**config.mk**
```make
export PLATFORM = sky130hd
export DESIGN_NAME = seven_segment_mux_flat
export DESIGN_NICKNAME = d
export VERILOG_FILES = /design/src/rtl/seven_segment_mux_if.sv /design/src/rtl/seven_segment_mux.sv /design/src/flat_wrapper.sv
export SDC_FILE = /design/constraint.sdc
export NUM_CORES = 1
export LEC_CHECK = 0
export BUFFER_PORTS_ARGS = -buffer_cell sky130_fd_sc_hd__buf_2
export CORE_MARGIN = 4
export CORE_UTILIZATION = 41
export DETAILED_ROUTE_END_ITERATION = 10
export PLACE_DENSITY = 0.62
export SYNTH_ARGS = -nofsm -noshare
export SYNTH_HDL_FRONTEND = slang
export SYNTH_SLANG_ARGS = --single-unit
```
**constraint.sdc**
```tcl
create_clock -name i_clk -period 3.9 [get_ports i_clk]
set_clock_uncertainty 0.2 [all_clocks]
set_input_delay 0.585 -clock i_clk [delete_from_list [all_inputs] [get_ports i_clk]]
set_output_delay 0.585 -clock i_clk [all_outputs]
set_load 0.01 [all_outputs]
```
**src/rtl/seven_segment_mux_if.sv**
```systemverilog
// Display-side bundle: four BCD digits, dp/blank masks in; scanned anode/segment/dp_n out.
// No latency of its own; no backpressure, the display scan free-runs.
// Leading-zero blanking (SSD_LEADING_ZERO_BLANK_EN) lives in the driver, not here.
interface seven_segment_mux_if;
    logic [3:0] digit0;
    logic [3:0] digit1;
    logic [3:0] digit2;
    logic [3:0] digit3;
    logic [3:0] dp;
    logic [3:0] blank;
    logic [6:0] segment;
    logic       dp_n;
    logic [3:0] anode;

    modport master (
        output digit0, digit1, digit2, digit3, dp, blank,
        input  segment, dp_n, anode
    );

    modport slave (
        input  digit0, digit1, digit2, digit3, dp, blank,
        output segment, dp_n, anode
    );
endinterface

```
**src/rtl/seven_segment_mux.sv**
```systemverilog
// 4-digit common-anode scanner: BCD/hex decode, dp and blank mask; optional SSD_LEADING_ZERO_BLANK_EN.
// Latency: 1 cycle from any input to the registered anode/segment/dp_n.
// Backpressure: none; each slot holds for REFRESH_COUNT cycles regardless of inputs.
module seven_segment_mux #(
    parameter int REFRESH_COUNT = 100000
) (
    input  logic                i_clk,
    input  logic                i_reset,
    seven_segment_mux_if.slave  bus
);

    localparam int CNT_W = (REFRESH_COUNT > 1) ? $clog2(REFRESH_COUNT) : 1;
    localparam logic [CNT_W-1:0] CNT_MAX = CNT_W'(REFRESH_COUNT - 1);

    logic [CNT_W-1:0] r_cnt;
    logic [1:0]       r_sel;
    logic [3:0]       r_anode;
    logic [6:0]       r_segment;
    logic             r_dp_n;

    logic [3:0]       w_digit;
    logic [3:0]       w_lz;
    logic             w_dark;
    logic [3:0]       w_anode;
    logic [6:0]       w_segment;
    logic             w_dp_n;

    function automatic logic [6:0] f_decode(input logic [3:0] v);
        logic [6:0] s;
        case (v)
            4'h0: s = 7'b1000000;
            4'h1: s = 7'b1111001;
            4'h2: s = 7'b0100100;
            4'h3: s = 7'b0110000;
            4'h4: s = 7'b0011001;
            4'h5: s = 7'b0010010;
            4'h6: s = 7'b0000010;
            4'h7: s = 7'b1111000;
            4'h8: s = 7'b0000000;
            4'h9: s = 7'b0010000;
            4'hA: s = 7'b0001000;
            4'hB: s = 7'b0000011;
            4'hC: s = 7'b1000110;
            4'hD: s = 7'b0100001;
            4'hE: s = 7'b0000110;
            default: s = 7'b0001110;
        endcase
        return s;
    endfunction

`ifdef SSD_LEADING_ZERO_BLANK_EN
    // Slot 0 always shows, so a zero reading is never fully dark.
    assign w_lz = {
        (bus.digit3 == 4'h0),
        (bus.digit3 == 4'h0) && (bus.digit2 == 4'h0),
        (bus.digit3 == 4'h0) && (bus.digit2 == 4'h0) && (bus.digit1 == 4'h0),
        1'b0
    };
`else
    assign w_lz = 4'b0000;
`endif

    always_comb begin
        w_digit = bus.digit0;
        case (r_sel)
            2'd1:    w_digit = bus.digit1;
            2'd2:    w_digit = bus.digit2;
            2'd3:    w_digit = bus.digit3;
            default: w_digit = bus.digit0;
        endcase

        w_dark    = bus.blank[r_sel] | w_lz[r_sel];
        w_anode   = 4'b1111;
        w_segment = 7'b1111111;
        w_dp_n    = 1'b1;
        if (!w_dark) begin
            w_anode   = ~(4'b0001 << r_sel);
            w_segment = f_decode(w_digit);
            w_dp_n    = ~bus.dp[r_sel];
        end
    end

    // All three outputs load from r_sel on the same edge, so a pattern can never
    // land on a neighbouring anode; r_sel advances only after its slot's last load.
    always_ff @(posedge i_clk) begin
        if (i_reset) begin
            r_cnt     <= '0;
            r_sel     <= 2'd0;
            r_anode   <= 4'b1111;
            r_segment <= 7'b1111111;
            r_dp_n    <= 1'b1;
        end else begin
            if (r_cnt == CNT_MAX) begin
                r_cnt <= '0;
                r_sel <= r_sel + 2'd1;
            end else begin
                r_cnt <= r_cnt + CNT_W'(1);
            end
            r_anode   <= w_anode;
            r_segment <= w_segment;
            r_dp_n    <= w_dp_n;
        end
    end

    assign bus.anode   = r_anode;
    assign bus.segment = r_segment;
    assign bus.dp_n    = r_dp_n;

endmodule

```
**src/flat_wrapper.sv**
```systemverilog
// flat-port wrapper written by rule: the top's interface ports become plain ports
module seven_segment_mux_flat 
#(
    parameter int REFRESH_COUNT = 100000
)
  (i_clk, i_reset, bus_digit0, bus_digit1, bus_digit2, bus_digit3, bus_dp, bus_blank, bus_segment, bus_dp_n, bus_anode);
  seven_segment_mux_if bus_i ();
  input  logic i_clk;
  input  logic i_reset;
  input wire logic [$bits(bus_i.digit0)-1:0] bus_digit0;
  input wire logic [$bits(bus_i.digit1)-1:0] bus_digit1;
  input wire logic [$bits(bus_i.digit2)-1:0] bus_digit2;
  input wire logic [$bits(bus_i.digit3)-1:0] bus_digit3;
  input wire logic [$bits(bus_i.dp)-1:0] bus_dp;
  input wire logic [$bits(bus_i.blank)-1:0] bus_blank;
  output wire logic [$bits(bus_i.segment)-1:0] bus_segment;
  output wire logic [$bits(bus_i.dp_n)-1:0] bus_dp_n;
  output wire logic [$bits(bus_i.anode)-1:0] bus_anode;
  assign bus_i.digit0 = bus_digit0;
  assign bus_i.digit1 = bus_digit1;
  assign bus_i.digit2 = bus_digit2;
  assign bus_i.digit3 = bus_digit3;
  assign bus_i.dp = bus_dp;
  assign bus_i.blank = bus_blank;
  assign bus_segment = bus_i.segment;
  assign bus_dp_n = bus_i.dp_n;
  assign bus_anode = bus_i.anode;
  seven_segment_mux #(.REFRESH_COUNT(REFRESH_COUNT)) u_core (.i_clk(i_clk), .i_reset(i_reset), .bus(bus_i));
endmodule
```
### Word level (Yosys, flattened, before mapping)

Memory sizes are Yosys's and may differ from the RTL's. A register that Yosys moved wholly into a read port is not among the register bits.
Cells that the tools add are included.

* reductions and logical operators: 2
* mux-type cells: 7
* multiply operators: 0
* divide/modulo/power cells: 0
* $add $sub $neg: 2
* equal/unequal tests: 4
* shift operators: 1
* order comparisons: 1
* bitwise gates (word level): 3

Operator list (count)
* 17-bit by 1-bit adder with 17-bit output, second input constant: 1
* 17-bit equality test, second input constant: 1
* 4-bit one-hot mux with 3 select lines: 1
* 1-bit binary-select mux with 2-bit select: 3
* 2-bit equality test, second input constant: 2
* 4-bit inverter: 1
* 2-bit OR reduction: 2
* 1-bit by 2-bit left shift with 4-bit output, first input constant: 1
* 2-bit by 3-bit < comparator with 1-bit output, second input constant: 1
* 1-bit 2-to-1 mux: 3
* 2-bit by 1-bit adder with 2-bit output, second input constant: 1
* 2-bit by 1-bit equality test with 1-bit output, second input constant: 1
* 1-bit inverter: 1
* 1-bit OR: 1

* flip-flop bits (word level): 24
* word-level logic and storage cells: 25
* memory bits (read-only): 112
* bits in writable memories: 0
* input bits: 26
* output and inout port bits: 12
* memories: 1
* bits in latches: 0

Memories
* (name not given): words 16, bits a word 7, read ports 1, clocked after Yosys merged registers in 1, wr ports 0, line seven_segment_mux.sv:30 `case (v)`

### Depth between registers and ports, before layout

Gate-level depths: netlist (run 1).

* word-level depth: 4
* mapped depth: 9
* depth with buffers taken out: 9

### Worst setup path after synthesis (run 1)

No wires, ideal clock.

* path kind: flip-flop to flip-flop
* from: register u_core.r_sel[0]
* to: register u_core.r_segment[3], in the netlist u_core.bus.segment[3]
* clock period less this slack: 2350 ps
* data required time: 3619 ps
* arrival: 2070 ps
* path buffers: 0
* path slack: 1550 ps
* stages on the path, launching flop included: 10
* library setup time: 81 ps
* cells stage by stage: dfxtp_1 inv_1 ha_1 nor2b_1 a21oi_1 inv_1 ha_1 a211oi_1 a2111oi_2 a41oi_1

* longest elaborated chain between the ends: 4
* elaborated cells between the ends (all ways): 10
* classes of those cells: eq/ne (3); mux (5); bitwise (1); reduce/logical (1)

Ends and longest elaborated chain
* from (decl): line seven_segment_mux.sv:16 `logic [1:0] r_sel;`
* from (signal assigned): line seven_segment_mux.sv:95 `r_sel <= r_sel + 2'd1;`
* 1-bit binary-select mux with 2-bit select: line seven_segment_mux.sv:72 `w_dark = bus.blank[r_sel] | w_lz[r_sel];`
* 1-bit 2-to-1 mux (not written as such): line seven_segment_mux.sv:72
* 1-bit OR: line seven_segment_mux.sv:72
* 2-bit OR reduction (no line)
* to (decl): line seven_segment_mux.sv:18 `logic [6:0] r_segment;`

Parallel ways exist; a longest one is shown, timed or not. The select of a mux whose other input is x is not followed.
A chain may end at the register's enable or synchronous reset.

### Worst setup path in the final report (run 1)

Ends and elaborated chain as after synthesis.

==> results of run 1 <==
-- cells in the final DEF (no fill, tap or decap), types with 2 or more instances in the layout --
master    count
mux2i_1       5
a222oi_1      2
nand3_1       4
or3_1         3
o21ai_0       5
nand2_1      16
clkbuf_8      6
nor2b_1       2
buf_2        37
xnor2_1       3
nand4_1       6
dfxtp_1      31
a22oi_1       2
nor2_1       15
a211oi_1      2
ha_1         12
o221ai_1      4
nor4_1        2
a21oi_1       9
xor2_1        8
o31ai_1       2
nor4b_1       2
inv_1         8
-- power groups by stage --
stage / logic (mW) / registers (mW) / clock network [mW]
after detailed placement: 0.0618 / 0.335 / 0
after CTS: 0.0620 / 0.328 / 0.337
after global placement: 0.0605 / 0.335 / 0
after floorplan: 0.0340 / 0.338 / 0
after global routing: 0.0689 / 0.328 / 0.355
final: 0.0614 / 0.328 / 0.329
-- cell type report --
class | instances | share of cell area, %
clock buffer | 6 | 4.25
clock inverter | 2 | 1.80
timing repair buffer | 37 | 9.52
sequential | 31 | 31.9
inverter | 8 | 1.54
tap | 48 | 3.09
multi-input combinational | 125 | 47.9
-- final timing paths --
check                                             end  slack, ns       startpoint
worst max-delay path            u_core.bus.segment[3]       1.21  u_core.r_sel[0]
worst min-delay path                  u_core.r_cnt[0]       0.24  u_core.r_cnt[0]
worst max register to register  u_core.bus.segment[3]       1.21  u_core.r_sel[0]
worst min register to register        u_core.r_cnt[0]       0.24  u_core.r_cnt[0]
-- per-layer routing --
metal  GRT usage, %  share of wire (%)  wire (um)  vias to the layer above
li1               -                  -          -                      692
met1           17.6                 46       1560                      645
met2           24.1                 48       1640                       25
met3           5.11                4.6        158                        7
met4           6.05                1.8         62                        0
met5              0                  0          0                        -
-- flip-flops by register name (all words and copies together), names as in the netlist --
name / flops
u_core.r_sel: 2
u_core.r_cnt: 17
u_core.bus.anode: 4
u_core.bus.dp_n: 1
u_core.bus.segment: 7
-- stage by stage --
stage	utilization [%]	worst slack (ns)	cell area, um^2	hold WS [ns]
after global placement	48.8	1.40	1830	0.223
final	51.9	1.21	1940	0.238
after floorplan	-	1.55	1620	0.213
after detailed placement	48.8	1.22	1830	0.240
after global routing	51.9	0.957	1940	0.262
after CTS	51.9	1.19	1940	0.249
-- cell families (layout without fill, tap and decap cells) --
family / count (synthesis) / count (layout)
buffers and inverters: 13 / 53
xor gates and xnor gates: 11 / 11
muxes: 7 / 7
and+or+nand+nor: 62 / 62
adders and majority gates: 12 / 12
AOI/OAI and AO/OA: 33 / 33
DFF: 31 / 31
==> results.json, run 1 <==
{
  "critical_path_peak_fanout": 7,
  "net-switching-power_uw": 158,
  "cp_top_family": "compound AO/OA/AOI/OAI gates",
  "cts_sinks": 31,
  "ys_types": 46,
  "leakagePower_nw": 0.792,
  "yosys.area.top_type": "dfxtp_1",
  "grt_pass1_wl_um": 5930,
  "drcViolationCount": 0,
  "syn_avg_cell_area_um2": 9.60,
  "io_buffer_count": 37,
  "initial_core_util_pct": 43.3,
  "synth_edf_count": 0,
  "finalHoldViolations": 0,
  "die_x_um": 70.9,
  "die_area_um2": 5030,
  "grt_pass1_vias": 1356,
  "pwr-share-comb_pct": 8.6,
  "synth-xor-area-share_pct": 5.94,
  "clk_pin_slew_ns": 0.07,
  "rsz0062_at_grt": "no",
  "cts_buffers": 5,
  "internal_power_uw": 560,
  "synth-async-reset-ratio_pct": 0,
  "worstPathCellList": "inv_1 -> ha_1 -> nor2b_1 -> a21oi_1 -> inv_1 -> ha_1 -> a211oi_1 -> a2111oi_2 -> a41oi_1",
  "layout-drive-gt1-share_pct": 26.8,
  "coreArea_um2": 3740,
  "synth_top_family_by_area": "simple AND/OR/NAND/NOR gates",
  "timing.fmax_mhz": 371,
  "critPathMaxStageDelay_ns": 0.44,
  "fillers": 362,
  "power_uw": 718,
  "wire_per_inst_um": 13.3,
  "final.setup.tns_ns": 0,
  "cp.required_ns": 3.90,
  "slew_violations": 0,
  "nets": 246,
  "n_antenna_cell": 0,
  "path_buf_inv": 2,
  "syn_inst": 169,
  "grt_max_degree": 17,
  "yosysMostFrequentCell": "dfxtp_1",
  "regArea_um2": 621,
  "maxCapViolCount": 0,
  "synth_top_area_share_pct": 38.3,
  "tightest_slew_ns": 0.710,
  "ys_ff_latch": 31,
  "netlist_area_um2": 1620,
  "period_share_pct": 69.0,
  "dp_hpwl_um": 2640,
  "outcome": "completed",
  "post_cts_resized": 0,
  "placedCellCount": 249,
  "clock_path_buffers": 2,
  "rr_worst_depth": 9,
  "final_antenna_net_count": 0,
  "path_class": "flop to flop",
  "holdPathStages": 1,
  "synth_compound_area_share_pct": 14.8,
  "power_frac_seq_pct": 45.7,
  "worstSetupEndpointType": "flop",
  "drt-total-wl_um": 3430,
  "ys_seq_area_share_pct": 38.3,
  "cp-start-kind": "flop",
  "vias": 1369,
  "muxShareOfSynthArea_pct": 6.10,
  "grt_usage_pct": 14.7,
  "pwr-share-clk_pct": 45.8,
  "cts_tree": "done",
  "ys_top_cells_by_area": "dfxtp_1 38%, ha_1 9.3%, xor2_1 4.3%",
  "hold_buffers": 0,
  "firstDrtPassIters": 4,
  "ys_warn_count": 0,
  "root_buffer": "clkbuf_8",
  "critPathArrivalTime_ns": 2.70,
  "cts_setup_buffers": 0,
  "vias_per_cell": 5.33,
  "synth_common_cells": "31 x dfxtp_1, 16 x nand2_1, 15 x nor2_1",
  "hold_class": "flop to flop",
  "worst_ir_drop_vdd_mv": 0.185,
  "area_delta_synth_final_pct": 19.9,
  "grt_overflow": 0,
  "worstSkewPairLatency_ns": 0.28,
  "num_rows": 22,
  "h-tree-depth": 2,
  "slowest_stage": "dfxtp_1",
  "multi_input_area_um2": 931,
  "synth_adder_area_share_pct": 9.26,
  "ios": 38,
  "fin_crit_ns": 2.69,
  "slew_headroom_pct": 52.5,
  "crit_cells": 9,
  "power_density_nw_per_um2": 369,
  "setup_viol": 0,
  "ys.flop_type": "dfxtp_1",
  "fp.dieH_um": 70.9,
  "syn_nets": 207,
  "dr.first_iter.drc_count": 56,
  "grt_antenna_before_repair": 0,
  "instances_no_fill": 257,
  "swShare_pct": 22.1,
  "gp_congestion": 0.853,
  "synth-simple-area-share_pct": 21.3
}
Note: power is estimated with default switching activity, not from simulation.
==> run 2: changes to the inputs <==
--- a/config.mk
+++ b/config.mk
@@ -9,7 +9,7 @@
 export CORE_MARGIN = 4
 export CORE_UTILIZATION = 41
 export DETAILED_ROUTE_END_ITERATION = 10
-export PLACE_DENSITY = 0.62
+export PLACE_DENSITY = 0.64
 export SYNTH_ARGS = -nofsm -noshare
 export SYNTH_HDL_FRONTEND = slang
 export SYNTH_SLANG_ARGS = --single-unit
==> constraint.sdc (replaced) <==
create_clock -name i_clk -period 2.3 [get_ports i_clk]
set_clock_uncertainty 0.2 [all_clocks]
set_input_delay 0.345 -clock i_clk [delete_from_list [all_inputs] [get_ports i_clk]]
set_output_delay 0.345 -clock i_clk [all_outputs]
set_load 0.01 [all_outputs]
==> run 2 against run 1 <==
Against the previous run: the run now ends with negative setup slack left; die area stayed put; largest power group is now sequential cells; clock-buffer cell count stayed put; sequential power increased by 69%; critical path type unchanged; final area is 7.4% higher; critical path depth is the same; global-route usage shrank 0.063 points.
==> results.json, run 2 (same netlist as run 1, synthesis figures left out) <==
{
  "outcome": "finished, violations left",
  "maxCapViolCount": 0,
  "die_area_um2": 5030,
  "finalHoldViolations": 0,
  "area_delta_synth_final_pct": 28.8,
  "min_from": "i_reset",
  "h-tree-depth": 2,
  "initial_core_util_pct": 43.3,
  "die_x_um": 70.9,
  "grt_pass1_vias": 1437,
  "cp.required_ns": 2.30,
  "placed_cell_area_um2": 1900,
  "layout_common_cells": "37 x buf_2, 29 x dfxtp_1, 16 x nand2_1",
  "rrSetupSlack_ns": -0.003,
  "vias": 1470,
  "root_buffer": "clkbuf_8",
  "regMostFlops": "u_core.r_cnt",
  "slew_headroom_pct": 64.9,
  "placedCellCount": 258,
  "worstSetupEndpointType": "flop",
  "grt_overflow": 0,
  "leakagePower_nw": 0.842,
  "clk_pin_slew_ns": 0.06,
  "violations": "negative setup slack",
  "critPathArrivalTime_ns": 2.30,
  "holdPathStages": 2,
  "io_buffer_count": 37,
  "critPathMaxStageDelay_ns": 0.39,
  "grt_usage_pct": 14.7,
  "cp-start-kind": "flop",
  "cts_sinks": 31,
  "worst_path_most_repeated_cell": "ha_4",
  "setup_viol": 1,
  "firstDrtPassIters": 5,
  "instances_no_fill": 269,
  "period_share_pct": 100,
  "rsz0062_at_grt": "yes",
  "fp.dieH_um": 70.9,
  "path_class": "flop to flop",
  "power_density_nw_per_um2": 525,
  "hold_class": "input port to flop",
  "hold_buffers": 0,
  "largest_reg_flops": 17,
  "grt_max_degree": 17,
  "fillers": 353,
  "mostFrequentLayoutCell": "buf_2",
  "drt-total-wl_um": 3780,
  "path_buf_inv": 2,
  "drcViolationCount": 0,
  "crit_cells": 9,
  "final_antenna_net_count": 0,
  "grt_antenna_before_repair": 0,
  "layout_setup_ws_ns": -0.00256,
  "fin_crit_ns": 2.30,
  "critical_path_peak_fanout": 5,
  "cts_tree": "done",
  "nets": 259,
  "dr.first_iter.drc_count": 41,
  "design_area_um2": 2090,
  "slowest_stage": "dfxtp_4",
  "n_antenna_cell": 0,
  "slew_violations": 0,
  "dp_hpwl_um": 2810,
  "r2r_end": "u_core.bus.segment[3]",
  "worstSkewPairLatency_ns": 0.28,
  "rr_startpoint": "u_core.r_sel[0]",
  "worstPathCellList": "clkinvlp_4 -> ha_4 -> a222oi_1 -> a21oi_2 -> inv_2 -> ha_4 -> a211oi_2 -> a2111oi_2 -> a41oi_1",
  "num_rows": 22,
  "rr_worst_depth": 9,
  "min_to": "u_core.r_sel[0]",
  "clock_path_buffers": 2,
  "ios": 38,
  "tightest_slew_ns": 0.526,
  "layout-drive-gt1-share_pct": 37.1,
  "cts_buffers": 5,
  "cp_top_family": "compound AO/OA/AOI/OAI gates",
  "worst_ir_drop_vdd_mv": 0.299,
  "wire_per_inst_um": 14.0,
  "grt_pass1_wl_um": 6000,
  "timing.fmax_mhz": 434,
  "final_core_util_pct": 55.8,
  "coreArea_um2": 3740,
  "vias_per_cell": 5.46,
  "gp_congestion": 0.883
}
run 2: layout make-up:
type,count,area (um^2),share of cell area (%)
Tap cell,48,60.1,2.88
Timing Repair Buffer,50,283,13.5
Clock buffer,6,82.6,3.95
Multi-Input combinational cell,125,996,47.7
Inverter,8,33.8,1.62
Sequential cell,31,628,30.1
Clock inverter,1,5.00,0.240
run 2: what timing repair did:
| item | in CTS | in global routing |
|---|---|---|
| hold endpoints to repair | 0 | 0 |
| gates resized for setup | 1 | 18 |
| setup buffers | 0 | 4 |
| pin swaps | 2 | 5 |
| endpoints found under the setup margin | 1 | 7 |
run 2: metal layers:
metal  vias up  global-route usage (%)  routed length (um)
met4         0                    5.22                  53
met5         -                       0                   0
met1       705                    16.6                1580
met2        39                    25.2                1930
met3         9                    5.54                 204
li1        717                       -                   -
run 2: worst max-delay path by stage:
stage                         start                    end  slack (ns)
floorplan           u_core.r_sel[1]  u_core.bus.segment[3]        0.05
global placement    u_core.r_sel[1]  u_core.bus.segment[3]        0.06
detailed placement  u_core.r_sel[1]  u_core.bus.segment[3]       -0.07
CTS                 u_core.r_sel[1]  u_core.bus.segment[3]       0.006
global route        u_core.r_sel[0]  u_core.bus.segment[3]       -0.06
finish              u_core.r_sel[0]  u_core.bus.segment[3]      -0.003
run 2: report_power, final:
group          total, mW  leakage (nW)  switching [mW]  internal (mW)
Sequential         0.554         0.254         0.00536          0.549
Combinational      0.120         0.541          0.0615         0.0586
Clock              0.423        0.0470           0.188          0.234
run 2: stage by stage:
stage                     setup WS [ns]  hold slack [ns]  TNS [ns]  power [mW]
after floorplan                  0.0488            0.213         0       0.631
final                          -0.00256           0.0907  -0.00256        1.10
after detailed placement        -0.0724            0.230   -0.0724       0.682
after global routing            -0.0598           0.0994   -0.0939        1.15
after CTS                       0.00579           0.0849         0        1.11
after global placement           0.0600            0.222         0       0.678
run 2: worst reg2reg max path, stage by stage, from the launching register on:
cell        delay (ns)
dfxtp_4           0.39
clkinvlp_4        0.15
ha_4              0.20
a222oi_1          0.34
a21oi_2           0.16
inv_2             0.11
ha_4              0.21
a211oi_2          0.23
a2111oi_2         0.06
a41oi_1           0.17
==> run 3: changes to the inputs <==
--- a/config.mk
+++ b/config.mk
@@ -10,6 +10,7 @@
 export CORE_UTILIZATION = 41
 export DETAILED_ROUTE_END_ITERATION = 10
 export PLACE_DENSITY = 0.64
+export RECOVER_POWER = 25
 export SYNTH_ARGS = -nofsm -noshare
 export SYNTH_HDL_FRONTEND = slang
 export SYNTH_SLANG_ARGS = --single-unit
==> run 3 against run 2 <==
Against the previous run: the run still ends with negative setup slack left; global-route usage unchanged; sequential share of layout area increased by 0.16 points; sequential power hardly changed; clock-buffer cell count did not move; via count stayed put; power fell by 0.16%; fmax about the same; clock power about the same; register-to-register slack barely moved; worst setup slack about the same; sequential cell count unchanged.
==> results.json, run 3 (same netlist as run 1, synthesis figures left out) <==
{
  "finalHoldViolations": 0,
  "pwr-share-comb_pct": 10.8,
  "layout_common_cells": "29 x dfxtp_1, 28 x buf_2, 16 x nand2_1",
  "critical_path_peak_fanout": 5,
  "vias_per_cell": 5.46,
  "ios": 38,
  "grt_antenna_before_repair": 0,
  "grt_max_degree": 17,
  "net-switching-power_uw": 256,
  "worstSkewPairLatency_ns": 0.28,
  "fp.dieH_um": 70.9,
  "die_x_um": 70.9,
  "root_buffer": "clkbuf_8",
  "cts_sinks": 31,
  "drt-total-wl_um": 3780,
  "design_area_um2": 2080,
  "largest_reg_flops": 17,
  "clk_pin_slew_ns": 0.06,
  "area_delta_synth_final_pct": 28.1,
  "grt_pass1_vias": 1437,
  "n_antenna_cell": 0,
  "critPathArrivalTime_ns": 2.30,
  "cts_tree": "done",
  "regMostFlops": "u_core.r_cnt",
  "drcViolationCount": 0,
  "power_density_nw_per_um2": 527,
  "grt_overflow": 0,
  "violations": "negative setup slack",
  "worst_ir_drop_vdd_mv": 0.299,
  "worstSetupEndpointType": "flop",
  "pre_cts_slack_ns": -0.0724,
  "io_buffer_count": 37,
  "timing.hold.ws_ns": 0.0908,
  "placed_cell_area_um2": 1900,
  "firstDrtPassIters": 5,
  "grt_pass1_wl_um": 6000,
  "clock_path_buffers": 2,
  "internal_power_uw": 840,
  "maxCapViolCount": 0,
  "power_mw": 1.10,
  "cp-start-kind": "flop",
  "dr.first_iter.drc_count": 41,
  "setup_viol": 1,
  "num_rows": 22,
  "fin_crit_ns": 2.30,
  "grt_usage_pct": 14.7,
  "wire_per_inst_um": 14.1,
  "slew_violations": 0,
  "initial_core_util_pct": 43.3,
  "vias": 1470,
  "layout-drive-gt1-share_pct": 33.0,
  "nets": 259,
  "mostFrequentLayoutCell": "dfxtp_1",
  "die_area_um2": 5030,
  "layout_setup_ws_ns": -0.00249,
  "swShare_pct": 23.3,
  "period_share_pct": 100,
  "final_antenna_net_count": 0,
  "gp_congestion": 0.883,
  "timing.fmax_mhz": 434,
  "cts_buffers": 5,
  "path_class": "flop to flop",
  "coreArea_um2": 3740,
  "slew_headroom_pct": 64.9,
  "rsz0062_at_grt": "yes",
  "hold_class": "input port to flop",
  "tightest_slew_ns": 0.526,
  "outcome": "finished, violations left",
  "pwr-share-clk_pct": 38.6,
  "power_frac_seq_pct": 50.6,
  "leakagePower_nw": 0.828,
  "dp_hpwl_um": 2810,
  "cp.required_ns": 2.30,
  "h-tree-depth": 2
}
run 3: changes by cell type in the layout (fill, tap and decap cells not counted), sizes merged:
cell,before,now
buf,50,41
clkbuf,6,15
run 3: metal layers:
layer,share of wire [%],track usage [%],wire (um),vias to the layer above
met1,42,16.6,1590,705
met4,1.4,5.22,53,0
met3,5.4,5.54,206,9
met2,51,25.2,1930,39
met5,0,0,0,-
li1,-,-,-,717
run 3: critical path, cell delays in order, from the launching register on:
cell and delay [ns]:
dfxtp_4 0.39, clkinvlp_4 0.15, ha_4 0.20, a222oi_1 0.34, a21oi_2 0.16, inv_2 0.11
ha_4 0.21, a211oi_2 0.23, a2111oi_2 0.06, a41oi_1 0.17
run 3: worst paths after layout:
kind / slack, ns / cells past startpoint / end / startpoint
worst min register to register: 0.24 / 1 / u_core.r_cnt[0] / u_core.r_cnt[0]
worst max-delay path: -0.002 / 9 / u_core.bus.segment[3] / u_core.r_sel[0]
worst max register to register: -0.002 / 9 / u_core.bus.segment[3] / u_core.r_sel[0]
worst min-delay path: 0.09 / 2 / u_core.r_sel[0] / i_reset
run 3: what timing repair did:
| action | CTS | global route |
|---|---|---|
| hold endpoints to repair | 0 | 0 |
| hold buffers | 0 | 0 |
| pin swaps | 2 | 5 |
| gates resized for setup | 1 | 18 |
| setup buffers | 0 | 4 |
| setup endpoints to repair | 1 | 7 |
run 3: area by class of cell:
type | instances | area, um^2
clock buffers | 6 | 82.6
clock inverters | 1 | 5.00
fillers | 357 | 1670
inverters | 8 | 33.8
multi-input cells | 125 | 996
flip-flops and latches | 31 | 628
well taps | 48 | 60.1
repair buffers | 50 | 272
run 3: through the flow:
| stage | TNS (ns) | instances | utilization, % |
|---|---|---|---|
| floorplan | 0 | 169 | - |
| CTS | 0 | 265 | 53.2 |
| global route | -0.0939 | 269 | 55.5 |
| global placement | 0 | 258 | 50.7 |
| finish | -0.00249 | 269 | 55.5 |
| detailed placement | -0.0724 | 258 | 50.7 |
run 3: power by group through the flow:
stage          sequential (mW)  combinational (mW)  clock, mW
2_1_floorplan            0.573              0.0580          0
3_3_place_gp             0.568               0.110          0
3_5_place_dp             0.569               0.114          0
4_1_cts                  0.557               0.115      0.438
5_1_grt                  0.556               0.131      0.461
6_report                 0.555               0.118      0.423
